<file path="config.mk">
export PLATFORM = sky130hd
export DESIGN_NAME = bit_stream_framer
export DESIGN_NICKNAME = d
export VERILOG_FILES = /design/src/rtl/bit_stream_framer_pkg.sv /design/src/rtl/bit_stream_framer_piso_shifter.sv /design/src/rtl/bit_stream_framer.sv
export SDC_FILE = /design/constraint.sdc
export NUM_CORES = 1
export LEC_CHECK = 0
export ABC_AREA = 1
export BUFFER_PORTS_ARGS = -buffer_cell sky130_fd_sc_hd__buf_4
export CAP_MARGIN = 5
export CORE_ASPECT_RATIO = 0.8
export CORE_MARGIN = 2
export CORE_UTILIZATION = 30
export CTS_CLUSTER_DIAMETER = 60
export DETAILED_ROUTE_END_ITERATION = 10
export PLACE_DENSITY = 0.49
export SLEW_MARGIN = 20
export SYNTH_ARGS = -nofsm -noshare
export SYNTH_HDL_FRONTEND = slang
export SYNTH_SLANG_ARGS = --single-unit
export TNS_END_PERCENT = 50
</file>
<file path="constraint.sdc">
create_clock -name clk_in -period 2.3 [get_ports clk_in]
set_input_delay 0.575 -clock clk_in [delete_from_list [all_inputs] [get_ports clk_in]]
set_output_delay 0.575 -clock clk_in [all_outputs]
set_load 0.01 [all_outputs]
</file>
<file path="src/rtl/bit_stream_framer_pkg.sv">
// Shared types and sizing helpers for the bit-stream framer.
package bit_stream_framer_pkg;

  // Framer FSM states.
  typedef enum logic [1:0] {
    IDLE = 2'd0,
    PRE  = 2'd1,
    DATA = 2'd2
  } state_t;

  // Bit-counter widths for the default geometry (16-bit preamble, 8-bit words).
  localparam int PRE_CNT_W = $clog2(16);
  localparam int DAT_CNT_W = $clog2(8);

  // Width needed to count 0..n-1, never less than one bit.
  function automatic int cnt_width(input int n);
    return (n < 2) ? 1 : $clog2(n);
  endfunction

endpackage

</file>
<file path="src/rtl/bit_stream_framer_piso_shifter.sv">
// Parallel-in serial-out shifter: parallel load, shift on enable, MSB out first.
module piso_shifter #(
  parameter int W = 8
) (
  input  logic         clk_in,
  input  logic         rst_in_n,
  input  logic         i_load,
  input  logic [W-1:0] i_data,
  input  logic         i_shift,
  output logic         o_msb
);

  logic [W-1:0] r_sh;

  // Load has priority over shift so a new word can replace the old one on its final bit.
  always_ff @(posedge clk_in or negedge rst_in_n) begin
    if (!rst_in_n) begin
      r_sh <= '0;
    end else if (i_load) begin
      r_sh <= i_data;
    end else if (i_shift) begin
      r_sh <= r_sh << 1;
    end
  end

  assign o_msb = r_sh[W-1];

endmodule

</file>
<file path="src/rtl/bit_stream_framer.sv">
// Frames payload words behind a fixed preamble and serializes them MSB-first
// into a 1-bit FIFO write port, stalling with zero latency on fifo_full.
module bit_stream_framer
  import bit_stream_framer_pkg::*;
#(
  parameter int                 WORD_W      = 8,
  parameter int                 PRE_LEN     = 16,
  parameter logic [PRE_LEN-1:0] PRE_PATTERN = 16'hF0A5,
  parameter int                 CNT_W       = 16
) (
  input  logic              clk_in,
  input  logic              rst_in_n,
  input  logic              s_valid,
  input  logic [WORD_W-1:0] s_data,
  input  logic              s_last,
  output logic              s_ready,
  input  logic              fifo_full,
  output logic              fifo_we,
  output logic              fifo_din,
  output logic              busy,
  output logic              frame_done,
  output logic [CNT_W-1:0]  frame_cnt
);

  // One counter serves both phases, so size it for the longer of the two.
  localparam int BIT_CNT_W = (cnt_width(PRE_LEN) > cnt_width(WORD_W)) ?
                             cnt_width(PRE_LEN) : cnt_width(WORD_W);
  localparam logic [BIT_CNT_W-1:0] PRE_LAST = BIT_CNT_W'(PRE_LEN - 1);
  localparam logic [BIT_CNT_W-1:0] DAT_LAST = BIT_CNT_W'(WORD_W - 1);

  state_t                 r_state;
  state_t                 w_state_next;
  logic [BIT_CNT_W-1:0]   r_bit_cnt;
  logic [BIT_CNT_W-1:0]   w_bit_cnt_next;
  logic                   r_full;        // word register holds an unsent word
  logic                   w_full_next;
  logic                   r_last;        // held word closes the frame
  logic                   w_last_next;
  logic                   r_frame_done;
  logic                   w_frame_done_next;
  logic [CNT_W-1:0]       r_frame_cnt;

  logic                   w_ready;
  logic                   w_accept;
  logic                   w_we;
  logic                   w_din;
  logic                   w_pre_msb;
  logic                   w_dat_msb;
  logic                   w_pre_load;
  logic                   w_pre_shift;
  logic                   w_dat_load;
  logic                   w_dat_shift;

  piso_shifter #(.W(PRE_LEN)) u_pre_shifter (
    .clk_in   (clk_in),
    .rst_in_n (rst_in_n),
    .i_load   (w_pre_load),
    .i_data   (PRE_PATTERN),
    .i_shift  (w_pre_shift),
    .o_msb    (w_pre_msb)
  );

  piso_shifter #(.W(WORD_W)) u_dat_shifter (
    .clk_in   (clk_in),
    .rst_in_n (rst_in_n),
    .i_load   (w_dat_load),
    .i_data   (s_data),
    .i_shift  (w_dat_shift),
    .o_msb    (w_dat_msb)
  );

  // Next-state, handshake and write-port decode; all advancement is gated by an actual write.
  always_comb begin
    w_state_next      = r_state;
    w_bit_cnt_next    = r_bit_cnt;
    w_full_next       = r_full;
    w_last_next       = r_last;
    w_frame_done_next = 1'b0;
    w_ready           = 1'b0;
    w_accept          = 1'b0;
    w_we              = 1'b0;
    w_din             = 1'b0;

    case (r_state)
      IDLE: begin
        w_ready  = 1'b1;
        w_accept = s_valid;
        if (s_valid) begin
          w_state_next   = PRE;
          w_bit_cnt_next = '0;
          w_full_next    = 1'b1;
          w_last_next    = s_last;
        end
      end

      PRE: begin
        w_we  = !fifo_full;
        w_din = w_pre_msb;
        if (w_we) begin
          if (r_bit_cnt == PRE_LAST) begin
            w_state_next   = DATA;
            w_bit_cnt_next = '0;
          end else begin
            w_bit_cnt_next = r_bit_cnt + BIT_CNT_W'(1);
          end
        end
      end

      DATA: begin
        w_we     = r_full & !fifo_full;
        w_din    = w_dat_msb;
        // Accept into an empty register, or overlap the next word with the final bit.
        w_ready  = !r_full | (w_we & (r_bit_cnt == DAT_LAST) & !r_last);
        w_accept = s_valid & w_ready;
        if (w_we) begin
          if (r_bit_cnt == DAT_LAST) begin
            w_bit_cnt_next = '0;
            if (r_last) begin
              w_state_next      = IDLE;
              w_full_next       = 1'b0;
              w_last_next       = 1'b0;
              w_frame_done_next = 1'b1;
            end else if (w_accept) begin
              w_full_next = 1'b1;
              w_last_next = s_last;
            end else begin
              w_full_next = 1'b0;
            end
          end else begin
            w_bit_cnt_next = r_bit_cnt + BIT_CNT_W'(1);
          end
        end else if (w_accept) begin
          w_full_next    = 1'b1;
          w_last_next    = s_last;
          w_bit_cnt_next = '0;
        end
      end

      default: begin
        w_state_next = IDLE;
      end
    endcase
  end

  assign w_pre_load  = (r_state == IDLE) & w_accept;
  assign w_pre_shift = (r_state == PRE) & w_we;
  assign w_dat_load  = w_accept;
  assign w_dat_shift = (r_state == DATA) & w_we;

  // State, counters and the frame-done pulse.
  always_ff @(posedge clk_in or negedge rst_in_n) begin
    if (!rst_in_n) begin
      r_state      <= IDLE;
      r_bit_cnt    <= '0;
      r_full       <= 1'b0;
      r_last       <= 1'b0;
      r_frame_done <= 1'b0;
      r_frame_cnt  <= '0;
    end else begin
      r_state      <= w_state_next;
      r_bit_cnt    <= w_bit_cnt_next;
      r_full       <= w_full_next;
      r_last       <= w_last_next;
      r_frame_done <= w_frame_done_next;
      if (w_frame_done_next) begin
        r_frame_cnt <= r_frame_cnt + CNT_W'(1);
      end
    end
  end

  // s_ready is forced low while reset is asserted even though the state reads IDLE.
  assign s_ready    = w_ready & rst_in_n;
  assign fifo_we    = w_we;
  assign fifo_din   = w_we & w_din;
  assign busy       = (r_state != IDLE);
  assign frame_done = r_frame_done;
  assign frame_cnt  = r_frame_cnt;

endmodule
</file>
==> results of run 1 <==
## power by group through the flow
| stage | clock network (W) | registers [W] | logic, W |
|---|---|---|---|
| final | 0.000655 | 0.00122 | 0.00126 |
| after global routing | 0.000714 | 0.00125 | 0.00147 |
| after CTS | 0.000681 | 0.00122 | 0.00119 |
| after detailed placement | 0 | 0.00124 | 0.00115 |
| after global placement | 0 | 0.00123 | 0.00114 |
| after floorplan | 0 | 0.00120 | 0.000842 |
## repair_timing
| item | 4_1_cts | 5_1_grt |
|---|---|---|
| buffers inserted | 2 | 1 |
| pin swaps | 0 | 3 |
| gates resized for setup | 4 | 13 |
| cloned | 0 | 0 |
| hold endpoints to repair | 0 | 0 |
| endpoints found under the setup margin | 2 | 3 |
## how the worst min path moves through the flow
stage | to | start | slack (ns) | cells past startpoint
finish | r_bit_cnt[3] | rst_in_n | 0.37 | 2
global route | u_pre_shifter.r_sh[15] | rst_in_n | 0.44 | 2
CTS | r_bit_cnt[0] | rst_in_n | 0.41 | 2
detailed placement | u_pre_shifter.r_sh[12] | u_pre_shifter.r_sh[12] | 0.48 | 2
global placement | u_pre_shifter.r_sh[12] | u_pre_shifter.r_sh[12] | 0.48 | 2
floorplan | frame_cnt[0] | rst_in_n | 0.28 | 0
## flip-flops by register name, indices dropped and copies added (netlist names)
register / count
frame_done: 1
frame_cnt: 16
u_pre_shifter.r_sh: 16
r_state: 2
r_last: 1
r_bit_cnt: 4
u_dat_shifter.r_sh: 8
r_full: 1
## layout by cell type, fill, tap and decap left out, types with 6 or more instances in the layout
master / n
nor2_1: 24
xor2_1: 9
nand4_1: 11
nand3_1: 38
clkbuf_8: 6
buf_4: 45
nand3_2: 6
dfrtp_1: 48
nand2_1: 70
inv_1: 35
o21ai_0: 22
nor2_2: 6
## logic make-up after synthesis
kind of cell | count (synthesis) | synth area share, %
adders and majority gates | 5 | 2.35
xor gates and xnor gates | 12 | 3.95
buffers and inverters | 51 | 8.42
DFF | 49 | 46.1
AOI/OAI and AO/OA | 39 | 8.14
muxes | 1 | 0.376
and+or+nand+nor | 168 | 30.7
## stage by stage
step           setup WS [ns]  instance area (um2)  TNS (ns)
2_1_floorplan          0.202                 2660         0
3_3_place_gp           0.112                 3050         0
3_5_place_dp          0.0562                 3050         0
4_1_cts              -0.0189                 3200   -0.0189
5_1_grt              -0.0782                 3240   -0.0979
6_report              0.0403                 3240         0
## metal layers
| metal | share of wire, % | wire, um |
|---|---|---|
| met5 | 0 | 0 |
| met2 | 41 | 2490 |
| met4 | 1.0 | 61 |
| met3 | 4.0 | 241 |
| met1 | 54 | 3230 |
## layout make-up
class,instances,area share [%]
Clock buffer,7,2.66
Clock inverter,1,0.926
Inverter,42,5.09
Multi-Input combinational cell,225,38.7
Sequential cell,49,37.8
Tap cell,112,4.32
Timing Repair Buffer,45,10.4
## critical path: stages (launching register included)
cell and delay [ns]:
dfrtp_1 0.37, inv_2 0.07, ha_4 0.27, inv_2 0.05, a21oi_2 0.12, inv_1 0.06
nor2_2 0.14, nand3_2 0.08, o21ai_1 0.08, buf_4 0.13
==> flow_metrics.tcl, run 1 <==
set metrics [dict create \
    avgSynthCellArea_um2 8.18 \
    cts_sinks 49 \
    r2r_slack_ns 0.45 \
    fill_cells 889 \
    clockBufferDepth 2 \
    grtUsageMet2_pct 20.1 \
    synth-async-reset-ratio_pct 100 \
    required_ns 1.73 \
    clock_skew_ns 0.00686 \
    yosys_most_used_dff "dfrtp_1" \
    swShare_pct 38.2 \
    crit_fanout 3 \
    core_area_um2 8560 \
    synth_area_leader_cell "dfrtp_1" \
    busiest_layer "met1" \
    synth_edf_count 0 \
    wl_per_cell_um 12.5 \
    arrival_ns 1.68 \
    drive_above_1_share_pct 23.0 \
    via_per_inst 4.62 \
    yosys_warnings 0 \
    cts_tree "done" \
    syn_area_um2 2660 \
    setup_viol 0 \
    synth_most_common_cell "nand2_1" \
    grt.met3_usage_pct 3.02 \
    layout.nets 386 \
    h-tree-depth 2 \
    fin_util_pct 37.9 \
    postRouteAntennaNets 0 \
    use_met1_pct 20.9 \
    synthToLayoutAreaGrowth_pct 21.9 \
    max_cap_violations 0 \
    worstHoldPathType "input port to asynchronous set/reset pin" \
    rsz0062_at_grt "true" \
    crit_type "flip-flop to output port" \
    final-max-slew-violation-count 0 \
    drt-initial-drc-count 93 \
    slew_headroom_pct 57.5 \
    pwr-share-seq_pct 39.0 \
    dp.cells 470 \
    syn_nets 343 \
    synthTopCellsByArea "dfrtp_1 46%, nand2_1 10%, nand3_1 7.3%" \
    synthTopCellsByCount "71 x nand2_1, 49 x dfrtp_1, 39 x inv_1, 39 x nand3_1, 25 x nor2_1" \
    clockPowerShare_pct 20.9 \
    synth_cell_types 32 \
    grt.overflow.total 0 \
    grt_first_pass_wirelength_mm 10.5 \
    grt_max_degree 50 \
    cp-start-kind "flip-flop" \
    synth_seq_cells 49 \
    whs_ns 0.374 \
    antenna_cells 0 \
    start_util_pct 31.1 \
    ff2ff_path_depth 8 \
    insertion_delay_ns 0.30 \
    hold_violations 0 \
    seqCellArea_um2 1230 \
    pin_count 34 \
    io_buffers 33 \
    cellPowerDensity_nw_per_um2 967 \
    fmax_mhz 443 \
    rows 30 \
    ys_seq_area_share_pct 46.1 \
    drt-total-wl_mm 6.03 \
    timing.final.crit_share_pct 98.2 \
    dieHeight_um 88.2 \
    stdcell_count 481 \
    vias 2224 \
    die_x_um 109 \
    status "finished, final reports clean" \
    synth_cells 325 \
    drtPass1Iterations 4 \
    regToRegStartpoint "r_state[0]" \
    fp.dieArea_um2 9640 \
    yosys.area.top_type_share_pct 46.1 \
    critPathLaunch "r_state[0]" \
    critPathCaptureType "output port" \
    clk_pin_slew_ns 0.09 \
    cts_made_buffers 5 \
    multiInputGateArea_um2 1260 \
    p_leak_nw 1.61 \
    drc 0 \
    r2r_end "u_pre_shifter.r_sh[2]" \
    antenna_found_initial 0 \
    layout_min_cycle_time_ns 2.26 \
    worst_pin_slew_ns 0.637 \
    vdd_ir_drop_max_v 0.000458 \
    combPwrFrac_pct 40.1 \
    power.internal_w 0.00194 \
    p_total_w 0.00314 \
    hold_buffers 0 \
    gp_congestion 0.800 \
    grt_pass1_vias 2123 \
    groute.usage.overall_pct 14.0 \
    power_switching_w 0.00120 \
    root_buffer "clkbuf_8" \
    hpwl_mm 4.25 \
    crit_path_end "fifo_din" \
]
No activity file was read; power rests on OpenSTA's default activity.
==> run 2, diff against run 1 <==
Settings changed: PLACE_DENSITY 0.49 to 0.47, TNS_END_PERCENT 50 to 5.
==> run 2 against run 1 <==
  * Clock power shrank 18%
  * Fmax up 0.25%
  * Highest routed layer unchanged
  * Flip-flop and latch count did not move
  * Non-clock buffer count up 1
  * Largest power group unchanged
  * Largest cell class unchanged
  * Global-route usage shrank 0.31 points
  * Final area is 0.62% lower
  * Critical endpoint unchanged
  * Power fell by 2.9%
==> flow_metrics.tcl, run 2 (synthesis gave the netlist of run 1 again) <==
set metrics [dict create \
    antenna_found_initial 0 \
    antenna_cells 0 \
    cp_slowest_cell "dfrtp_1" \
    grt.overflow.total 0 \
    hpwl_mm 4.24 \
    hold_violations 0 \
    rows 30 \
    ff2ff_path_depth 10 \
    crit_buf_inv 4 \
    crit_type "flip-flop to output port" \
    clk_pin_slew_ns 0.09 \
    slowest_delay_ns 0.37 \
    required_ns 1.73 \
    clockBufferDepth 2 \
    fp.dieArea_um2 9640 \
    postRouteAntennaNets 0 \
    grt_first_pass_wirelength_mm 10.4 \
    timing.final.crit_share_pct 98.0 \
    insertion_delay_ns 0.30 \
    cp-start-kind "flip-flop" \
    layout.nets 387 \
    path_cells "inv_2, ha_4, inv_4, a21oi_2, inv_1, nor2_2, nand3_2, o21ai_2, buf_4" \
    wl_per_cell_um 12.6 \
    fill_cells 919 \
    drt-total-wl_mm 6.07 \
    fmax_mhz 444 \
    status "finished, final reports clean" \
    critPathCaptureType "output port" \
    worstHoldPathType "input port to asynchronous set/reset pin" \
    drc 0 \
    final-max-slew-violation-count 0 \
    critPathTopFamily "flip-flops" \
    cts_tree "done" \
    setup_slack_ns 0.0460 \
    slew_headroom_pct 57.2 \
    dieHeight_um 88.2 \
    layout_min_cycle_time_ns 2.25 \
    cellPowerDensity_nw_per_um2 944 \
    cts_sinks 49 \
    core_area_um2 8560 \
    p_leak_nw 1.59 \
    synthToLayoutAreaGrowth_pct 21.2 \
    gp_congestion 0.791 \
    arrival_ns 1.68 \
    vdd_ir_drop_max_v 0.000358 \
    final_common_cell "nand2_1" \
    grt_max_degree 50 \
    drt-initial-drc-count 79 \
    h-tree-depth 2 \
    via_per_inst 4.60 \
    pre_cts_ws_ns 0.0671 \
    rsz0062_at_grt "true" \
    groute.usage.overall_pct 13.7 \
    hold_buffers 0 \
    drive_above_1_share_pct 23.3 \
    max_cap_violations 0 \
    setup_viol 0 \
    pin_count 34 \
    worst-path-stages 9 \
    vias 2211 \
    clock_skew_ns 0.00554 \
    crit_fanout 3 \
    worst_pin_slew_ns 0.642 \
    drtPass1Iterations 5 \
    grt_pass1_vias 2115 \
    io_buffers 33 \
    cts_made_buffers 5 \
    start_util_pct 31.1 \
    layout_common_cells "70 x nand2_1, 48 x dfrtp_1, 46 x buf_4" \
    dp.cells 470 \
    stdcell_count 481 \
    die_x_um 109 \
    root_buffer "clkbuf_8" \
]
## run 2: path summary, 6_finish.rpt
path | from | to | slack, ns
setup / recovery | r_state[0] | fifo_din | 0.05
hold / removal | rst_in_n | r_bit_cnt[3] | 0.39
setup reg to reg | r_state[0] | u_pre_shifter.r_sh[13] | 0.38
hold reg to reg | u_pre_shifter.r_sh[12] | u_pre_shifter.r_sh[12] | 0.50
max in group asynchronous | rst_in_n | r_full | 1.46
min in group clk_in | u_pre_shifter.r_sh[12] | u_pre_shifter.r_sh[12] | 0.50
## run 2: through the flow
step | util, % | cell area, um2 | hold slack (ns) | TNS (ns) | total power (W)
3_5_place_dp | 35.7 | 3050 | 0.482 | 0 | 0.00238
6_report | 37.7 | 3220 | 0.393 | 0 | 0.00304
5_1_grt | 37.7 | 3220 | 0.440 | -0.0566 | 0.00332
2_1_floorplan | - | 2660 | 0.279 | 0 | 0.00205
3_3_place_gp | 35.7 | 3050 | 0.482 | 0 | 0.00238
4_1_cts | 37.0 | 3160 | 0.418 | 0 | 0.00297
## run 2: metal layers
| metal | track usage (%) | up-vias | part of all wire, % |
|---|---|---|---|
| li1 | - | 1146 | - |
| met3 | 2.95 | 8 | 4.4 |
| met5 | 0 | - | 0 |
| met4 | 4.14 | 0 | 1.2 |
| met2 | 19.0 | 37 | 41 |
| met1 | 21.1 | 1020 | 54 |
## run 2: cell type report
cell class	count	area (um2)	share of cell area [%]
Multi-Input combinational cell	225	1250	38.9
Sequential cell	49	1230	38.1
Timing Repair Buffer	46	345	10.7
Inverter	42	168	5.20
Tap cell	112	140	4.35
Clock buffer	6	82.6	2.56
Clock inverter	1	7.51	0.233
## run 2: power breakdown
| part | switching (W) | internal [W] |
|---|---|---|
| clock network | 0.000298 | 0.000239 |
| registers | 0.000126 | 0.00109 |
| logic | 0.000781 | 0.000510 |
| total | 0.00120 | 0.00184 |
## run 2: repair_timing
| item | in CTS | in global routing |
|---|---|---|
| gates resized for setup | 4 | 13 |
| setup endpoints to repair | 1 | 2 |
| pin swaps | 0 | 3 |
| buffers inserted | 2 | 2 |
==> run 3, diff against run 2 <==
Settings changed: PLACE_DENSITY 0.47 to 0.49.
Clock period 2.3 ns to 1.85 ns, I/O delays scaled along.
==> run 3 against run 2 <==
  * The run now ends with setup timing left
  * Via count is 0.86% higher
  * Die area unchanged
  * Worst setup slack lost 0.27 ns
  * Sequential share of layout area decreased by 0.95 points
  * Highest routed layer unchanged
  * Clock power is 28% higher
  * Combinational power rose by 32%
  * Largest cell class unchanged
  * Count of clock-buffer cells in the layout up 1
  * Non-clock buffer count rose by 9
  * Sequential power grew 23%
==> flow_metrics.tcl, run 3 (synthesis gave the netlist of run 1 again) <==
set metrics [dict create \
    status "finished, violations left" \
    violations "setup timing" \
    drive_above_1_share_pct 26.1 \
    setup_viol 3 \
    design_area_um2 3300 \
    synthToLayoutAreaGrowth_pct 24.1 \
    p_leak_nw 1.65 \
    layout_common_cells "68 x nand2_1, 55 x buf_4, 49 x dfrtp_1" \
    gp_congestion 0.820 \
    timing.final.crit_share_pct 112 \
    postRouteAntennaNets 0 \
    fmax_mhz 483 \
    layout.nets 396 \
    via_per_inst 4.54 \
    wl_per_cell_um 12.5 \
    hpwl_mm 4.57 \
    arrival_ns 1.61 \
    clk_pin_slew_ns 0.08 \
    layout_min_cycle_time_ns 2.07 \
    fp.dieArea_um2 9640 \
    clockBufferDepth 2 \
    pwr-share-seq_pct 38.6 \
    rows 30 \
    pin_count 34 \
    die_x_um 109 \
    fin_util_pct 38.6 \
    crit_type "flip-flop to output port" \
    crit_fanout 3 \
    drt-total-wl_mm 6.12 \
    vias 2230 \
    rsz0062_at_grt "true" \
    cts_made_buffers 5 \
    pre_cts_ws_ns 0.000290 \
    fill_cells 889 \
    dieHeight_um 88.2 \
    power.internal_w 0.00239 \
    io_buffers 33 \
    combPwrFrac_pct 43.8 \
    grt_max_degree 50 \
    groute.usage.overall_pct 13.7 \
    cp-start-kind "flip-flop" \
    slew_headroom_pct 57.5 \
    critPathCaptureType "output port" \
    cellPowerDensity_nw_per_um2 1180 \
    grtUsageMet2_pct 19.0 \
    final_common_cell "nand2_1" \
    placed_area_um2 3130 \
    busiest_layer "met1" \
    antenna_found_initial 0 \
    setup_slack_ns -0.221 \
    insertion_delay_ns 0.30 \
    max_cap_violations 0 \
    h-tree-depth 2 \
    antenna_cells 0 \
    drtPass1Iterations 4 \
    vdd_ir_drop_max_v 0.000422 \
    grt_first_pass_wirelength_mm 10.2 \
    drt-initial-drc-count 142 \
    start_util_pct 31.1 \
    clock_skew_ns 0.0123 \
    power_switching_w 0.00150 \
    hold_buffers 0 \
    whs_ns 0.310 \
    use_met1_pct 21.4 \
    cts_sinks 49 \
    swShare_pct 38.6 \
    core_area_um2 8560 \
    worst_pin_slew_ns 0.638 \
    hold_violations 0 \
    required_ns 1.39 \
    worstHoldPathType "input port to asynchronous set/reset pin" \
    root_buffer "clkbuf_8" \
    cts_tree "done" \
    grt.met3_usage_pct 3.02 \
    grt_pass1_vias 2065 \
    drc 0 \
    final-max-slew-violation-count 0 \
    grt.overflow.total 0 \
    clockPowerShare_pct 17.7 \
]
## run 3: changes by cell type in the layout (fill, tap and decap cells not counted), sizes merged
cell / previous run / this run
clkbuf: 6 / 7
buf: 46 / 55
clkinvlp: 1 / 0
clkinv: 0 / 1
## run 3: timing repair
| item | 4_1_cts | 5_1_grt |
|---|---|---|
| gates cloned | 0 | 0 |
| gates resized for setup | 7 | 8 |
| buffers inserted | 4 | 0 |
| setup endpoints to repair | 3 | 14 |
## run 3: area by class of cell
cell class                 count  area, um2  area share [%]
multi-input combinational    225       1260            38.1
sequential                    49       1230            37.1
clock inverter                 1       5.00           0.152
clock buffer                   7       96.3            2.92
inverter                      42        163            4.93
tap                          112        140            4.24
timing repair buffer          55        413            12.5
## run 3: worst paths after layout
kind                                       start  slack [ns]  cells after the start                     to
max in group asynchronous               rst_in_n        1.12                      2          frame_cnt[13]
max reg2reg                           r_state[0]        0.17                     11           r_bit_cnt[2]
min reg2reg                u_pre_shifter.r_sh[1]        0.51                      2  u_pre_shifter.r_sh[1]
max                                   r_state[0]       -0.22                      9               fifo_din
min                                     rst_in_n        0.31                      2           r_bit_cnt[2]
min in group clk_in                       s_last        0.39                      3                 r_last
## run 3: power groups by stage
stage	clock, W	sequential [W]	combinational [W]
after floorplan	0	0.00150	0.00106
after global placement	0	0.00151	0.00156
after detailed placement	0	0.00152	0.00157
after CTS	0.000730	0.00150	0.00169
after global routing	0.000764	0.00153	0.00194
final	0.000686	0.00150	0.00170
## run 3: layer usage
| metal | up-vias | share of wire [%] |
|---|---|---|
| met2 | 32 | 40 |
| met1 | 1031 | 55 |
| li1 | 1162 | - |
| met4 | 0 | 0.78 |
| met5 | - | 0 |
| met3 | 5 | 4.2 |
## run 3: through the flow
step,total power [W],setup TNS (ns),cells
3_5_place_dp,0.00309,0,479
3_3_place_gp,0.00307,0,479
2_1_floorplan,0.00256,0,325
4_1_cts,0.00392,-0.594,491
5_1_grt,0.00423,-0.858,491
6_report,0.00389,-0.471,491
## run 3: worst max-delay path: stages, from the launching register on
cell	delay [ns]
dfrtp_1	0.40
inv_2	0.09
ha_2	0.19
nand2_1	0.08
a21oi_2	0.14
inv_1	0.06
nor2_2	0.09
nand3_1	0.08
o21ai_2	0.06
buf_4	0.12
